**config.mk**
```make
export PLATFORM = sky130hd
export DESIGN_NAME = mem_stream_writer
export DESIGN_NICKNAME = d
export VERILOG_FILES = /design/src/rtl/mem_pkg.sv /design/src/rtl/mem_stream_writer.sv
export SDC_FILE = /design/constraint.sdc
export NUM_CORES = 1
export LEC_CHECK = 0
export ABC_AREA = 1
export CAP_MARGIN = 40
export CORE_MARGIN = 2
export CORE_UTILIZATION = 39
export DETAILED_ROUTE_END_ITERATION = 8
export HOLD_SLACK_MARGIN = 0.03
export PLACE_DENSITY = 0.77
export SYNTH_ARGS = -nofsm -noshare
export SYNTH_HDL_FRONTEND = slang
export SYNTH_SLANG_ARGS = --single-unit
```
**constraint.sdc**
```tcl
create_clock -name clk -period 1.3 [get_ports clk]
set_clock_uncertainty 0.05 [all_clocks]
set_input_delay 0.26 -clock clk [delete_from_list [all_inputs] [get_ports clk]]
set_output_delay 0.26 -clock clk [all_outputs]
set_load 0.05 [all_outputs]
```
**src/rtl/mem_pkg.sv**
```systemverilog
// Shared definitions for the memory-path blocks: write-FSM state encoding,
// AXI response code and word stride.
package mem_pkg;

    typedef enum logic [2:0] {
        IDLE  = 3'd0,
        FETCH = 3'd1,
        WRITE = 3'd2,
        RESP  = 3'd3,
        FIN   = 3'd4
    } state_e;

    localparam logic [1:0]  RESP_OKAY   = 2'b00;
    localparam int unsigned WORD_STRIDE = 4;

    // Increment that sticks at all-ones instead of wrapping.
    function automatic logic [7:0] sat_inc8(input logic [7:0] v);
        return (v == 8'hFF) ? v : v + 8'd1;
    endfunction

endpackage

```
**src/rtl/mem_stream_writer.sv**
```systemverilog
// Turns a command (start address, word count) plus a 32-bit word stream into
// single-beat AXI4-Lite writes, one outstanding transaction at a time.
module mem_stream_writer
    import mem_pkg::*;
#(
    parameter int ADDR_WIDTH = 10,
    parameter int LEN_WIDTH  = 8
) (
    input  logic                  clk,
    input  logic                  reset,
    // Handshakes: a transfer happens on a rising clk edge where valid and
    // ready are both high; a valid, once raised, holds with stable payload
    // until its ready is seen.
    input  logic                  cmd_valid,
    output logic                  cmd_ready,
    input  logic [ADDR_WIDTH-1:0] cmd_addr,
    input  logic [LEN_WIDTH-1:0]  cmd_len,
    input  logic                  s_tvalid,
    output logic                  s_tready,
    input  logic [31:0]           s_tdata,
    output logic                  m_awvalid,
    input  logic                  m_awready,
    output logic [ADDR_WIDTH-1:0] m_awaddr,
    output logic [2:0]            m_awprot,
    output logic                  m_wvalid,
    input  logic                  m_wready,
    output logic [31:0]           m_wdata,
    output logic [3:0]            m_wstrb,
    input  logic                  m_bvalid,
    output logic                  m_bready,
    input  logic [1:0]            m_bresp,
    output logic                  busy,
    output logic                  done,
    output logic [7:0]            err_count,
    output logic [2:0]            dbg_state
);

    state_e                state_q, state_d;
    logic [ADDR_WIDTH-1:0] addr_q, addr_d;
    logic [LEN_WIDTH-1:0]  len_q, len_d;
    logic [31:0]           wdata_q, wdata_d;
    logic                  aw_done_q, aw_done_d;
    logic                  w_done_q, w_done_d;
    logic [7:0]            err_q, err_d;
    logic                  aw_ok, w_ok;
    logic                  unused_addr_lsbs;

    // Commands are always word aligned; the byte offset bits are dropped.
    assign unused_addr_lsbs = ^cmd_addr[1:0];

    always_ff @(posedge clk) begin
        if (reset) begin
            state_q   <= IDLE;
            addr_q    <= '0;
            len_q     <= '0;
            wdata_q   <= '0;
            aw_done_q <= 1'b0;
            w_done_q  <= 1'b0;
            err_q     <= '0;
        end else begin
            state_q   <= state_d;
            addr_q    <= addr_d;
            len_q     <= len_d;
            wdata_q   <= wdata_d;
            aw_done_q <= aw_done_d;
            w_done_q  <= w_done_d;
            err_q     <= err_d;
        end
    end

    always_comb begin
        state_d   = state_q;
        addr_d    = addr_q;
        len_d     = len_q;
        wdata_d   = wdata_q;
        aw_done_d = aw_done_q;
        w_done_d  = w_done_q;
        err_d     = err_q;
        cmd_ready = 1'b0;
        s_tready  = 1'b0;
        m_awvalid = 1'b0;
        m_wvalid  = 1'b0;
        m_bready  = 1'b0;
        done      = 1'b0;
        busy      = 1'b1;
        aw_ok     = 1'b0;
        w_ok      = 1'b0;
        case (state_q)
            IDLE: begin
                busy      = 1'b0;
                cmd_ready = ~reset;
                if (cmd_valid) begin
                    addr_d  = {cmd_addr[ADDR_WIDTH-1:2], 2'b00};
                    len_d   = cmd_len;
                    state_d = (cmd_len == '0) ? FIN : FETCH;
                end
            end
            FETCH: begin
                s_tready = 1'b1;
                if (s_tvalid) begin
                    wdata_d   = s_tdata;
                    aw_done_d = 1'b0;
                    w_done_d  = 1'b0;
                    state_d   = WRITE;
                end
            end
            WRITE: begin
                // Address and data channels complete independently, in any order.
                m_awvalid = ~aw_done_q;
                m_wvalid  = ~w_done_q;
                aw_ok     = aw_done_q | m_awready;
                w_ok      = w_done_q | m_wready;
                aw_done_d = aw_ok;
                w_done_d  = w_ok;
                if (aw_ok && w_ok) begin
                    aw_done_d = 1'b0;
                    w_done_d  = 1'b0;
                    state_d   = RESP;
                end
            end
            RESP: begin
                m_bready = 1'b1;
                if (m_bvalid) begin
                    if (m_bresp != RESP_OKAY) begin
                        err_d = sat_inc8(err_q);
                    end
                    len_d   = len_q - LEN_WIDTH'(1);
                    addr_d  = addr_q + ADDR_WIDTH'(WORD_STRIDE);
                    state_d = (len_q == LEN_WIDTH'(1)) ? FIN : FETCH;
                end
            end
            FIN: begin
                done    = 1'b1;
                state_d = IDLE;
            end
            default: state_d = IDLE;
        endcase
    end

    assign m_awaddr  = addr_q;
    assign m_wdata   = wdata_q;
    assign m_wstrb   = 4'hF;
    assign m_awprot  = 3'b000;
    assign err_count = err_q;
    assign dbg_state = state_q;

endmodule

```
# After elaboration in Yosys (flattened, before gate mapping)
# Index checks and enable logic that the tools add are counted.
# word_totals
reg_bits,63
inputBits,59
out_inout_bits,67
elab_cells,62
# op_classes
add_sub_neg,3
n_eq_ne,10
n_mux,25
n_bitwise,6
n_reduce_logical,11
# op_table
op,n
10-bit 2-to-1 mux,2
10-bit one-hot mux with 2 select lines,1
3-bit 2-to-1 mux,6
8-bit 2-to-1 mux,2
8-bit one-hot mux with 2 select lines,1
3-bit one-hot mux with 4 select lines,1
10-bit by 3-bit adder with 10-bit output (second input constant),1
1-bit 2-to-1 mux,10
8-bit by 1-bit adder with 8-bit output (second input constant),1
8-bit by 1-bit == test with 1-bit output (second input constant),1
8-bit == test (second input constant),1
8-bit logical NOT,1
2-bit != test (second input constant),4
4-bit AND reduction,2
8-bit by 1-bit subtractor with 8-bit output (second input constant),1
3-bit by 2-bit == test with 1-bit output (second input constant),2
2-bit nonzero test,3
1-bit inverter,4
1-bit one-hot mux with 2 select lines,2
2-bit AND reduction,2
3-bit by 1-bit == test with 1-bit output (second input constant),1
3-bit == test (second input constant),1
3-bit logical NOT,1
3-bit AND reduction,1
2 further kinds,3

# Logic depth before layout (Yosys ltp)
# logic_depth
ltp_word,4
ltp_mapped,9
ltp_nobuf,9

# Worst setup path after synthesis
# OpenSTA, ideal clock, no wires.
# synth_timing
path_type,register to output
startpoint,register state_q[2] (netlist: dbg_state[2])
endpoint,output port done
arrival_ns,1.893
required_ns,0.990
slack_ns,-0.903
stages_incl_launch_ff,3
n_path_buf,0
cell_sequence,dfxtp_1 inv_1 nor3_1
# synth_between
elab_chain_len,2
# synth_rtl
item,line_no,source
from (decl),mem_stream_writer.sv:38,"state_e state_q, state_d;"
from (signal assigned),mem_stream_writer.sv:61,state_q <= state_d;
3-bit == test,mem_stream_writer.sv:88,case (state_q)
1-bit 2-to-1 mux,mem_stream_writer.sv:88,
to (decl),mem_stream_writer.sv:33,"output logic done,"
# No other way between the ends.

# Worst setup path in the final report
# layout_timing
startpoint,register len_q[0]
endpoint,register len_q[7]
# layout_between
elab_chain_len,3
# layout_rtl
item,line_no,source
from (decl),mem_stream_writer.sv:40,"logic [LEN_WIDTH-1:0] len_q, len_d;"
from (signal assigned),mem_stream_writer.sv:63,len_q <= len_d;
8-bit by 1-bit subtractor with 8-bit output,mem_stream_writer.sv:127,len_d = len_q - LEN_WIDTH'(1);
8-bit 2-to-1 mux,mem_stream_writer.sv:123,if (m_bvalid) begin
8-bit one-hot mux with 2 select lines,mem_stream_writer.sv:88,
# No other way between the ends. The select of a mux whose other input is x is not followed.
# A chain may end at the register's enable or synchronous reset.

==> impl_results.md <==
* Outcome: finished, violations left
* Violated checks: setup timing
* Clk pwr share at 13.5%
* Row cnt at 32
* WL final at 19600 µm
* Initial Util at 40.0%
* Final period util at 146%
* Dpl cells at 689
* Setup violations, final at 82
* Final Util at 89.4%
* Critical path's slowest cell: o21ai_0
* Met2 WL post-DR at 9140 µm
* Clk buf depth at 2
* Syn Std Cell Area at 3060 µm²
* Hold buffers post-CTS at 0
* Proportion of layout cells with a drive suffix above 1 at 52.6%
* RePlAce Congestion at 0.876
* Detail Route Antenna Nets at 0
* Vias at 4635
* Crit-path max FO at 3
* Root Driver: clkbuf_8
* Via-to-Cell Ratio at 6.21
* Remaining Overflow, GRT at 0
* Crit path largest cell delay at 0.35 ns
* Hold Path Class: in -> reg
* Worst hold path depth at 2
* Uppermost layer routed: met4
* Design area at 6840 µm²
* Slew Viols, Final at 0
* Syn avg cell area at 6.74 µm²
* CP Data Arrival Time at 2.08 ns
* Number of DRC markers in iteration 0 at 624
* Std-Cell Core Area at 7650 µm²
* WP data required at 1.48 ns
* IO buf count at 114
* Met3 WL at 1940 µm
* Internal at 7.22 mW
* Commonest non-fill, non-tap cells in the layout: nand2_1, buf_12, clkdlybuf4s50_1
* DIE AREA at 8570 µm²
* DRC at 0
* Clock latency at the later pin of the worst-skew pair at 0.37 ns
* CTS tree: done
* Logic pwr share at 66.2%
* Worst-Margin Slew at 0.574 ns
* Gr usage total at 34.1%
* Sw Pwr at 6.67 mW
* Worst-path clk slew at 0.08 ns
* Critical path cell sequence: buf_4 -> nor2_1 -> nand3_1 -> o21ai_0 -> nand2_1 -> nand2_1 -> a21oi_1
* Cell mode on critical path: nand2_1
* Area after DPL at 5270 µm²
* Most common cell after layout, fill and taps aside: nand2_1
* #FFs+latches synth at 61
* Vias in the first global route at 4267
* Fin crit period at 1.90 ns
* Layout Nets at 701
* Syn. warnings at 0
* Die X at 92.6 µm
* Die H at 92.6 µm
* Total of max-cap violations at 0
* Seq pwr share at 20.4%
* Leak pwr at 2.68 nW
* Wire length on met1 at 6540 µm
* Drt pass-1 iters at 8
* Max transition margin at 61.7%
* Worst-case vdd ir drop at 1810 µV
* CTS sink cnt at 61
* Sw frac at 48.0%
* Setup Crit Path Kind: reg -> reg
* Reg2Reg Depth at 7
* Endpoints failing hold at 0
* Largest net degree at the start of global routing at 35
* PwrDens at 2030 nW/µm²
* Initial antenna violation count at 0
* Yosys cell types at 28
* RSZ-0062 raised after global routing: yes
* Mapped Cells at 454
* CP endpoint kind: flip-flop
* Sequential area share after synthesis at 39.9%
* IO Count at 126
* First-pass GRT wire length at 22400 µm
* Min setup slack post-route at -0.595 ns
* FMAX at 528 MHz
* Wire per inst at 26.3 µm
* Fin cells at 746
* Startpoint Class: flip-flop
* P&R area growth vs syn at 123%
* DP Wirelength at 7480 µm
* CTS Buf Count at 9
* H-tree depth at 3
## cells in the mapped netlist
master    count  area (µm²)
inv_2         3        11.3
clkbuf_1     11        41.3
a21oi_2       3        26.3
nand3b_1      2        15.0
a21oi_1      50         250
dfxtp_1      61        1220
o22ai_1       1        6.26
or2_2         1        6.26
xnor2_1       2        17.5
nand3_1      51         255
inv_1        35         131
o21ai_1       3        15.0
nand2_2       2        12.5
nor2_1       48         180
nand2_1     112         420
nor2_2        4        25.0
nor3_1        6        30.0
o21ai_0      23         115
nand3_2       1        10.0
buf_6         2        22.5
ha_1          4        50.1
xor2_1        3        26.3
o21ai_2       1        8.76
nand2_4       1        11.3
buf_4        12        90.1
nand4_1       3        18.8
conb_1        2        7.51
buf_2         7        35.0
## cell families (layout without fill, tap and decap cells)
logic type               after synthesis  count (layout)  synth area share (%)
flip-flops                            61              61                  39.9
adder cells (fa/ha/maj)                4               4                  1.64
AND/OR/NAND/NOR                      231             235                  32.2
XOR/XNOR                               5               5                  1.43
buffers and inverters                 70             248                  10.8
other                                  2              10                 0.245
AO/OA/AOI/OAI                         81              81                  13.8
## area by class of cell
type	instances	area [µm²]
Timing Repair Buffer	194	2650
Multi-Input combinational cell	334	2420
Sequential cell	61	1270
Fill cell	263	808
Inverter	38	175
Tap cell	102	128
Clock buffer	9	124
Clock inverter	7	72.6
Antenna cell	1	2.50
## power groups by stage
stage | Clock [mW] | Sequential [mW] | Combinational, mW
global placement | 0 | 2.69 | 5.43
floorplan | 0 | 3.47 | 2.25
detailed placement | 0 | 2.71 | 5.57
CTS | 1.72 | 2.67 | 7.24
global route | 1.93 | 2.84 | 9.40
finish | 1.87 | 2.83 | 9.20
## timing repair
action / 4_1_cts / 5_1_grt
resized for setup: 81 / 171
cloned: 9 / 0
endpoints found under the setup margin: 70 / 73
setup buffers: 25 / 11
pin swaps: 35 / 53
## state kept, by name, indices dropped and copies added (netlist names)
signal	cells
m_wdata	32
len_q	8
err_count	8
dbg_state	3
m_awaddr	8
w_done_q	1
aw_done_q	1
## through the flow
step | power (mW) | setup slack [ns] | setup TNS (ns) | hold WS, ns
3_5_place_dp | 8.28 | -0.461 | -14.66 | 0.435
3_3_place_gp | 8.11 | -0.375 | -12.59 | 0.411
6_report | 13.9 | -0.595 | -26.16 | 0.133
5_1_grt | 14.2 | -0.584 | -27.28 | 0.122
4_1_cts | 11.6 | -0.411 | -17.94 | 0.108
2_1_floorplan | 5.72 | -0.0887 | -3.60 | 0.374
## final timing paths
check,from,to,slack (ns)
min reg2reg,m_wdata[4],m_wdata[4],0.45
max reg2reg,len_q[0],len_q[7],-0.60
min,reset,m_awaddr[9],0.13
max,len_q[0],len_q[7],-0.60
## worst max-delay path: cells and delay by family, from the launching register on
family / cells / cell delay [ns]
flip-flops: 1 / 0.33
buffers and inverters: 1 / 0.15
AND/OR/NAND/NOR: 4 / 0.79
AO/OA/AOI/OAI: 2 / 0.45
## per-layer routing
metal,GRT usage [%],vias up
met5,0,-
met4,18.5,0
met3,7.32,181
met2,60.1,454
met1,38.2,2165
li1,-,1835
Note: power is estimated with default switching activity, not from simulation.
